--- config.mk ---
export PLATFORM = sky130hd
export DESIGN_NAME = regfile_scoreboard_flat
export DESIGN_NICKNAME = d
export VERILOG_FILES = /design/src/rtl/regfile_pkg.sv /design/src/rtl/regfile_scoreboard_if.sv /design/src/rtl/regfile_rdport.sv /design/src/rtl/regfile_scoreboard.sv /design/src/flat_wrapper.sv
export SDC_FILE = /design/constraint.sdc
export NUM_CORES = 2
export LEC_CHECK = 0
export BUFFER_PORTS_ARGS = -buffer_cell sky130_fd_sc_hd__buf_2
export CORE_UTILIZATION = 45
export CTS_CLUSTER_DIAMETER = 80
export DETAILED_ROUTE_END_ITERATION = 16
export GPL_TIMING_DRIVEN = 0
export PLACE_DENSITY = 0.69
export SLEW_MARGIN = 15
export SYNTH_ARGS = -nofsm -noshare
export SYNTH_HDL_FRONTEND = slang
export SYNTH_SLANG_ARGS = --single-unit
--- constraint.sdc ---
create_clock -name clock -period 3.85 [get_ports clock]
set_input_delay 0.77 -clock clock [delete_from_list [all_inputs] [get_ports clock]]
set_output_delay 0.77 -clock clock [all_outputs]
set_load 0.02 [all_outputs]
--- src/rtl/regfile_pkg.sv ---
// rtl/regfile_pkg.sv - shared default sizing for the register file scoreboard
// Contents: default data width, address width and read-port count used as
// parameter defaults by the interface, the read port and the top level.
package regfile_pkg;

    localparam int DEF_DATA_W = 32;
    localparam int DEF_ADDR_W = 5;
    localparam int DEF_NUM_RD = 2;

endpackage

--- src/rtl/regfile_scoreboard_if.sv ---
// rtl/regfile_scoreboard_if.sv - read/writeback/allocate bus of the register file scoreboard
// Signals:
//   rd_addr/rd_data/rd_busy          packed read ports, port i uses slice i
//   we/wr_addr/wr_data               writeback
//   alloc_en/alloc_addr/alloc_ok     busy-bit allocation request and grant
//   flush                            clear all busy bits
//   busy_count                       number of busy registers
// Modports: master drives requests (pipeline side), slave is the register file.
interface regfile_scoreboard_if import regfile_pkg::*; #(
    parameter int DATA_W = DEF_DATA_W,
    parameter int ADDR_W = DEF_ADDR_W,
    parameter int NUM_RD = DEF_NUM_RD
);

    logic [NUM_RD*ADDR_W-1:0] rd_addr;
    logic [NUM_RD*DATA_W-1:0] rd_data;
    logic [NUM_RD-1:0]        rd_busy;
    logic                     we;
    logic [ADDR_W-1:0]        wr_addr;
    logic [DATA_W-1:0]        wr_data;
    logic                     alloc_en;
    logic [ADDR_W-1:0]        alloc_addr;
    logic                     alloc_ok;
    logic                     flush;
    logic [ADDR_W:0]          busy_count;

    modport master (
        output rd_addr, we, wr_addr, wr_data, alloc_en, alloc_addr, flush,
        input  rd_data, rd_busy, alloc_ok, busy_count
    );

    modport slave (
        input  rd_addr, we, wr_addr, wr_data, alloc_en, alloc_addr, flush,
        output rd_data, rd_busy, alloc_ok, busy_count
    );

endinterface

--- src/rtl/regfile_rdport.sv ---
// rtl/regfile_rdport.sv - one read port: storage mux, writeback bypass and busy lookup
// Ports:
//   addr       register to read
//   regs       register storage contents
//   busy       scoreboard busy bits, one per register
//   we/wr_addr/wr_data  writeback happening this cycle (bypass source)
//   data       read data (combinational)
//   data_busy  busy flag of the addressed register (combinational)
module regfile_rdport import regfile_pkg::*; #(
    parameter int DATA_W  = DEF_DATA_W,
    parameter int ADDR_W  = DEF_ADDR_W,
    parameter int ZERO_R0 = 1,
    parameter int BYPASS  = 1
) (
    input  logic [ADDR_W-1:0]      addr,
    input  logic [DATA_W-1:0]      regs [2**ADDR_W],
    input  logic [2**ADDR_W-1:0]   busy,
    input  logic                   we,
    input  logic [ADDR_W-1:0]      wr_addr,
    input  logic [DATA_W-1:0]      wr_data,
    output logic [DATA_W-1:0]      data,
    output logic                   data_busy
);

    always_comb begin
        data      = regs[addr];
        data_busy = busy[addr];
        if ((ZERO_R0 != 0) && (addr == '0)) begin
            // r0 is a constant: never forwarded, never busy
            data      = '0;
            data_busy = 1'b0;
        end else if ((BYPASS != 0) && we && (wr_addr == addr)) begin
            // the value is arriving this cycle, so the consumer need not wait
            data      = wr_data;
            data_busy = 1'b0;
        end
    end

endmodule

--- src/rtl/regfile_scoreboard.sv ---
// rtl/regfile_scoreboard.sv - register file with per-register busy scoreboard
// Ports:
//   clock  sole clock, rising edge
//   Reset  asynchronous active-low reset; clears storage, busy bits and count
//   bus    regfile_scoreboard_if.slave: NUM_RD read ports, writeback,
//          allocation request/grant, flush and busy_count
module regfile_scoreboard import regfile_pkg::*; #(
    parameter int DATA_W  = DEF_DATA_W,
    parameter int ADDR_W  = DEF_ADDR_W,
    parameter int NUM_RD  = DEF_NUM_RD,
    parameter int ZERO_R0 = 1,
    parameter int BYPASS  = 1
) (
    input  logic                  clock,
    input  logic                  Reset,
    regfile_scoreboard_if.slave   bus
);

    localparam int DEPTH = 2**ADDR_W;
    localparam int CNT_W = ADDR_W + 1;

    logic [DATA_W-1:0] regs [DEPTH];
    logic [DEPTH-1:0]  busy;
    logic [DEPTH-1:0]  busy_d;
    logic [CNT_W-1:0]  count_q;
    logic [CNT_W-1:0]  count_d;

    logic wr_is_r0;
    logic alloc_is_r0;
    logic wr_en;
    logic alloc_meets_wb;
    logic alloc_ok;
    logic cnt_inc;
    logic cnt_dec;

    assign wr_is_r0    = (ZERO_R0 != 0) && (bus.wr_addr == '0);
    assign alloc_is_r0 = (ZERO_R0 != 0) && (bus.alloc_addr == '0);
    assign wr_en       = bus.we && !wr_is_r0;

    // A busy target may be re-allocated in the very cycle its pending write lands
    assign alloc_meets_wb = bus.we && (bus.wr_addr == bus.alloc_addr);

    assign alloc_ok = Reset && bus.alloc_en && !bus.flush && !alloc_is_r0 &&
                      (!busy[bus.alloc_addr] || alloc_meets_wb);

    // Counter moves only when a busy bit actually changes value:
    // re-allocating a busy register that is being written back is net zero.
    assign cnt_inc = alloc_ok && !busy[bus.alloc_addr];
    assign cnt_dec = bus.we && busy[bus.wr_addr] && !(alloc_ok && alloc_meets_wb);

    always_comb begin
        busy_d = busy;
        if (bus.flush) begin
            busy_d = '0;
        end else begin
            if (bus.we) begin
                busy_d[bus.wr_addr] = 1'b0;
            end
            // set after clear so a same-register alloc keeps the bit
            if (alloc_ok) begin
                busy_d[bus.alloc_addr] = 1'b1;
            end
        end
    end

    always_comb begin
        count_d = count_q;
        if (bus.flush) begin
            count_d = '0;
        end else if (cnt_inc && !cnt_dec) begin
            count_d = count_q + CNT_W'(1);
        end else if (cnt_dec && !cnt_inc) begin
            count_d = count_q - CNT_W'(1);
        end
    end

    always_ff @(posedge clock or negedge Reset) begin
        if (!Reset) begin
            for (int k = 0; k < DEPTH; k++) begin
                regs[k] <= '0;
            end
        end else if (wr_en) begin
            // the storage write proceeds even when flush is asserted
            regs[bus.wr_addr] <= bus.wr_data;
        end
    end

    always_ff @(posedge clock or negedge Reset) begin
        if (!Reset) begin
            busy    <= '0;
            count_q <= '0;
        end else begin
            busy    <= busy_d;
            count_q <= count_d;
        end
    end

    logic [DATA_W-1:0] port_data [NUM_RD];
    logic              port_busy [NUM_RD];

    for (genvar i = 0; i < NUM_RD; i++) begin : g_rd
        regfile_rdport #(
            .DATA_W  (DATA_W),
            .ADDR_W  (ADDR_W),
            .ZERO_R0 (ZERO_R0),
            .BYPASS  (BYPASS)
        ) u_rdport (
            .addr      (bus.rd_addr[i*ADDR_W +: ADDR_W]),
            .regs      (regs),
            .busy      (busy),
            .we        (bus.we),
            .wr_addr   (bus.wr_addr),
            .wr_data   (bus.wr_data),
            .data      (port_data[i]),
            .data_busy (port_busy[i])
        );
    end

    // Reset also masks the bypass path so nothing leaks out while held in reset
    always_comb begin
        bus.rd_data = '0;
        bus.rd_busy = '0;
        for (int i = 0; i < NUM_RD; i++) begin
            bus.rd_data[i*DATA_W +: DATA_W] = Reset ? port_data[i] : '0;
            bus.rd_busy[i]                  = Reset && port_busy[i];
        end
    end

    assign bus.alloc_ok   = alloc_ok;
    assign bus.busy_count = count_q;

endmodule

--- src/flat_wrapper.sv ---
// flat-port wrapper written by rule: the top's interface ports become plain ports
module regfile_scoreboard_flat import regfile_pkg::*;
#(
    parameter int DATA_W  = DEF_DATA_W,
    parameter int ADDR_W  = DEF_ADDR_W,
    parameter int NUM_RD  = DEF_NUM_RD,
    parameter int ZERO_R0 = 1,
    parameter int BYPASS  = 1
)
  (clock, Reset, bus_rd_addr, bus_we, bus_wr_addr, bus_wr_data, bus_alloc_en, bus_alloc_addr, bus_flush, bus_rd_data, bus_rd_busy, bus_alloc_ok, bus_busy_count);
  regfile_scoreboard_if #(.DATA_W(DATA_W), .ADDR_W(ADDR_W), .NUM_RD(NUM_RD)) bus_i ();
  input  logic clock;
  input  logic Reset;
  input wire logic [$bits(bus_i.rd_addr)-1:0] bus_rd_addr;
  input wire logic [$bits(bus_i.we)-1:0] bus_we;
  input wire logic [$bits(bus_i.wr_addr)-1:0] bus_wr_addr;
  input wire logic [$bits(bus_i.wr_data)-1:0] bus_wr_data;
  input wire logic [$bits(bus_i.alloc_en)-1:0] bus_alloc_en;
  input wire logic [$bits(bus_i.alloc_addr)-1:0] bus_alloc_addr;
  input wire logic [$bits(bus_i.flush)-1:0] bus_flush;
  output wire logic [$bits(bus_i.rd_data)-1:0] bus_rd_data;
  output wire logic [$bits(bus_i.rd_busy)-1:0] bus_rd_busy;
  output wire logic [$bits(bus_i.alloc_ok)-1:0] bus_alloc_ok;
  output wire logic [$bits(bus_i.busy_count)-1:0] bus_busy_count;
  assign bus_i.rd_addr = bus_rd_addr;
  assign bus_i.we = bus_we;
  assign bus_i.wr_addr = bus_wr_addr;
  assign bus_i.wr_data = bus_wr_data;
  assign bus_i.alloc_en = bus_alloc_en;
  assign bus_i.alloc_addr = bus_alloc_addr;
  assign bus_i.flush = bus_flush;
  assign bus_rd_data = bus_i.rd_data;
  assign bus_rd_busy = bus_i.rd_busy;
  assign bus_alloc_ok = bus_i.alloc_ok;
  assign bus_busy_count = bus_i.busy_count;
  regfile_scoreboard #(.DATA_W(DATA_W), .ADDR_W(ADDR_W), .NUM_RD(NUM_RD), .ZERO_R0(ZERO_R0), .BYPASS(BYPASS)) u_core (.clock(clock), .Reset(Reset), .bus(bus_i));
endmodule
* After elaboration in Yosys (flattened, before gate mapping)
Index checks and enable logic that the tools add are counted.
Word-level totals: flip-flop bits (word level) 1062, output and inout port bits 73
Operators by class: add/subtract/negate cells 2, order comparisons 10, equality and inequality tests 3, multiplexer cells 38, bitwise operators 6, reductions and logical operators 32
Operators with widths (number):
- $bwmux W1024 | 1
- $mux W32 | 15
- $bmux W32 S5 | 2
- $demux W32 S5 | 1
- $and A32 B32 Y32 | 1
- $not A32 Y32 | 1
- $or A32 B32 Y32 | 1
- $lt A5 B6 Y1 const B | 4
- $bmux W1 S5 | 4
- $logic_not A5 Y1 | 4
- $logic_and A1 B1 Y1 | 19
- $ge A6 B6 Y1 const B | 3
- $mux W6 | 3
- $not A5 Y6 | 3
- $eq A5 B5 Y1 | 3
- $demux W1 S5 | 2
- $ge A5 B1 Y1 const B | 2
- $mux W1 | 10
- $logic_not A1 Y1 | 7
- $add A6 B1 Y6 const B | 1
- $lt A6 B1 Y1 const B | 1
- $sub A6 B1 Y6 const B | 1
- $reduce_bool A3 Y1 | 1
- $logic_or A1 B1 Y1 | 1

* Longest topological paths before layout
depth in word-level cells 12, gate-level depth with buffers 16, depth with buffers taken out 13

* Modules after synthesis
A second synthesis with hierarchy kept.
Unflattened totals: cell total of the unflattened synthesis 4253, area total of the unflattened synthesis 58985.3 µm²
Modules (own cells, without submodules):
- regfile_scoreboard | instances 1, cells each 2653, area each 40995.6 µm²
- regfile_rdport | instances 2, cells each 800, area each 8994.9 µm²

* Worst setup path after synthesis
No wires, ideal clock.
path type input port to flip-flop, from in bus_wr_addr[1], to reg u_core.count_q[5], in the netlist u_core.bus.busy_count[5], library setup time 128 ps, data arrival time 3751 ps, required time 3722 ps, setup slack -28 ps, cell stages on the path 14, path buffers 1, cell sequence buf_6 mux4_2 nor3b_1 a2111oi_4 a311oi_4 nor2b_2 inv_1 ha_1 a21o_1 a21oi_1 o21bai_1 a21oi_1 mux2i_1 mux2_1
On the way: cells in the longest elaborated chain, start to end 11, elaborated cells between the ends (all ways) 18, those cells by class 1 x eq/ne; 4 x mux; 13 x reduce/logical
Ends and longest elaborated chain:
- from (decl) | RTL line flat_wrapper.sv:16 | input wire logic [$bits(bus_i.wr_addr)-1:0] bus_wr_addr;
- branches (longest 11 deep; another with $mux W6)
- to (signal assigned) | RTL line regfile_scoreboard.sv:94 | count_q <= count_d;
- to (decl) | RTL line regfile_scoreboard.sv:25 | logic [CNT_W-1:0] count_q;
Parallel ways; which one is timed is not known. The select of a mux whose other input is x is not followed. A chain may end at the register's enable or synchronous reset.

* Final worst setup path
from in bus_rd_addr[4], to out bus_rd_data[14]
On the way: cells in the longest elaborated chain, start to end 7, elaborated cells between the ends (all ways) 10, those cells by class 1 x eq/ne; 6 x mux; 1 x bitwise; 2 x reduce/logical
Ends and longest elaborated chain:
- from (decl) | RTL line flat_wrapper.sv:14 | input wire logic [$bits(bus_i.rd_addr)-1:0] bus_rd_addr;
- $not A5 Y6 (implied by the code) | RTL line regfile_rdport.sv:26 | data = regs[addr];
- $bmux W32 S5 | RTL line regfile_rdport.sv:26
- $mux W32 (implied by the code) (2 in a row) | RTL line regfile_rdport.sv:26
- $mux W32 | RTL line regfile_rdport.sv:32 | end else if ((BYPASS != 0) && we && (wr_addr == addr)) begin
- $mux W32 (*) | RTL line regfile_rdport.sv:28 | if ((ZERO_R0 != 0) && (addr == '0)) begin
- $mux W32 (*) | RTL line regfile_scoreboard.sv:124 | bus.rd_data[i*DATA_W +: DATA_W] = Reset ? port_data[i] : '0;
- to (decl) | RTL line flat_wrapper.sv:21 | output wire logic [$bits(bus_i.rd_data)-1:0] bus_rd_data;
Every way passes the cells marked *; elsewhere a longest branch is shown, timed or not. The select of a mux whose other input is x is not followed.

==> impl_metrics.ini <==
[grt]
grt_usage_pct = 30.4
grt_overflow = 0
grt_max_degree = 126
grt_antenna_before_repair = 1
grt_pass1_vias = 38900
grt_pass1_wl_microns = 282000

[detailed_routing]
ant_nets = 0
route.vias.total = 37600
avgViaCountPerCell = 6.73
dr.pass1.iters = 5
routed_wl_microns = 195000
drtIter0Drc = 4345
drc = 0
wl_per_cell_microns = 34.9

[clocking]
cts_sinks = 1062
cts_tree = done
clk_pin_slew_ns = 0.06
htree_levels = 3
cts_inserted_buffers = 116
cts_hold_buf = 0
clock_path_buffers = 3
clk_latency_ns = 0.73
root_buffer = clkbuf_16

[sta]
slew_violations = 0
slew_headroom_pct = 13.3
setup_viol = 13
skew_ns = 0.0101
period_needed_ns = 3.92
fin_tns_setup_ns = -0.371
worstMarginPinSlew_ns = 1.30
finalCritPeriodShare_pct = 102
hold_ws_ns = -0.00230
layout_setup_ws_ns = -0.0730
finalHoldViolCount = 3
max_clock_freq_ghz = 0.255
rsz0062_at_grt = yes

[yosys]
yosysTopAreaCell = dfrtp_1
yosysTopAreaCellShare_pct = 46.1
synth_seq_cells = 1062
synth_ff_type = dfrtp_1
synth.most_common_cell = dfrtp_1
async_flop_share_pct = 100
netlist_area_sq_um = 57600
synth_cells = 3591
synth_area_per_cell_sq_um = 16.1
synth_edf_count = 0
yosysWarnings = 0
synth.distinct_cells = 55
synth_nets = 3653
yosys-top-cells-area = dfrtp_1 (46%), mux4_2 (26%), mux2_2 (13%)
yosysSeqAreaShare_pct = 46.1
ys_top_cells_by_count = dfrtp_1 (1062), mux2_2 (684), mux4_2 (667), mux2_1 (312), clkbuf_1 (272)

[layout]
drive_above_1_share_pct = 49.9
multiInputGateArea_sq_um = 29600
final_area_sq_um = 66200
fin_nets = 3902
final_util_pct = 52.4
fillers = 9995
area_growth_pct = 14.9
regArea_sq_um = 26600
layout.cells.non_filler = 5590

[pwr]
p_per_area_nw_per_um2 = 505
p_int_mw = 24.2
switching_share_pct = 27.8
p_clk_share_pct = 34.4
p_leak_nw = 28.3
power.switching_mw = 9.31
ir_drop_v = 0.000438
power.share.sequential_pct = 43.9
comb_power_share_pct = 21.7
power_mw = 33.5

[worst_setup_path]
end_kind = output port
worstPathRequired_ns = 3.08
cp.buffers_inverters = 4
r2r-start = u_core.busy[28]$_DFF_PN0_
cp.depth = 7
cp_slowest_stage_delay_ns = 0.55
worstReg2RegEnd = u_core.bus.busy_count[5]$_DFFE_PN0P_
cp_slowest_cell = clkbuf_2
critPathTopFamily = buffers and inverters
crit_chain = buf_2 > clkbuf_2 > clkbuf_2 > mux4_2 > mux2i_1 > a211oi_1 > buf_2
arrival_ns = 3.15
endpoint = bus_rd_data[14]
crit_type = in -> out
startpoint_type = primary input
r2r_slack_ns = 0.20
critical_path.startpoint = bus_rd_addr[4]
reg2regPathDepth = 13
crit_fanout = 10

[floorplanning]
coreArea_sq_um = 126000
initial_core_util_pct = 45.6
io_pins = 130
die_w_microns = 360
rows = 130
die-area_sq_um = 130000
die_h_microns = 360

[placed_design]
port_buffers = 116
post-dp-hpwl_microns = 132000
placed_cells = 5367
gp_congestion = 0.925
dpl_cell_area_sq_um = 60600
pre_cts_ws_ns = -1.63

[hold_path]
hold_path_class = in -> async

[outcome]
violations = hold timing, setup timing
status = finished with violations

[job]
maxCapViolCount = 0
## what timing repair did
action | 4_1_cts | 5_1_grt
resized for setup | 476 | 61
cloned | 2 | 2
pin swaps | 2 | 2
setup endpoints to repair | 66 | 61
buffers inserted | 0 | 2
hold endpoints to repair | 0 | 0
## layer usage
| layer | wire length [microns] | share of wire (%) | up-vias | global-route usage, % |
|---|---|---|---|---|
| met5 | 118 | 0.060 | - | 0.592 |
| met4 | 10200 | 5.2 | 4 | 14.9 |
| met3 | 20400 | 10 | 470 | 9.41 |
| met2 | 89100 | 46 | 2095 | 45.5 |
| met1 | 75300 | 39 | 20500 | 40.1 |
| li1 | - | - | 14600 | - |
## cell type report
type,instances,area share (%)
clock buffers,179,5.18
clock inverters,37,0.703
repair buffers,133,1.44
plain buffers,422,4.61
diodes,2,0.00755
inverters,22,0.125
well taps,1650,3.12
flip-flops and latches,1062,40.1
multi-input cells,2083,44.7
## power by group through the flow
stage	sequential, mW	clock [mW]	combinational [mW]
6_report	14.7	11.5	7.27
5_1_grt	14.9	12.0	7.65
4_1_cts	14.6	11.6	7.23
3_5_place_dp	14.8	0	6.95
3_3_place_gp	14.6	0	6.75
2_1_floorplan	14.3	0	5.15
## worst min-delay path by stage
stage               depth (start not counted)                              endpoint  slack (ns)
finish                                      1  u_core.bus.busy_count[3]$_DFFE_PN0P_      -0.002
global route                                1  u_core.bus.busy_count[3]$_DFFE_PN0P_        0.04
CTS                                         1  u_core.bus.busy_count[3]$_DFFE_PN0P_        0.02
detailed placement                          1         u_core.regs[1021]$_DFFE_PN0P_        0.47
global placement                            1         u_core.regs[1011]$_DFFE_PN0P_        0.45
floorplan                                   1         u_core.regs[1000]$_DFFE_PN0P_        0.44
## registers in the layout, summed over array words and instances, names as in the netlist
register	cells
u_core.bus.busy_count	6
u_core.busy	32
u_core.regs	1024
## cells by family after synthesis
kind of cell | count (synthesis) | synth area share, %
buf+inv | 446 | 3.14
simple gates | 185 | 1.65
compound gates | 124 | 1.63
xor+xnor | 19 | 0.321
fa+ha+maj | 5 | 0.122
flops | 1062 | 46.1
mux | 1750 | 47.0
## cell usage in the layout, fill, tap and decap left out, types with 22 or more instances in the layout
master     instances
mux2i_1           77
mux4_2           667
clkbuf_1         188
buf_8             22
clkbuf_2          38
clkbuf_16        120
buf_1             36
a211oi_2          41
buf_4             24
inv_1             22
buf_2            157
mux2_2           684
buf_12            22
clkbuf_4          28
clkbuf_8          65
dfrtp_1         1062
mux2_1           312
nor2_1            84
Note: power is estimated with default switching activity, not from simulation.
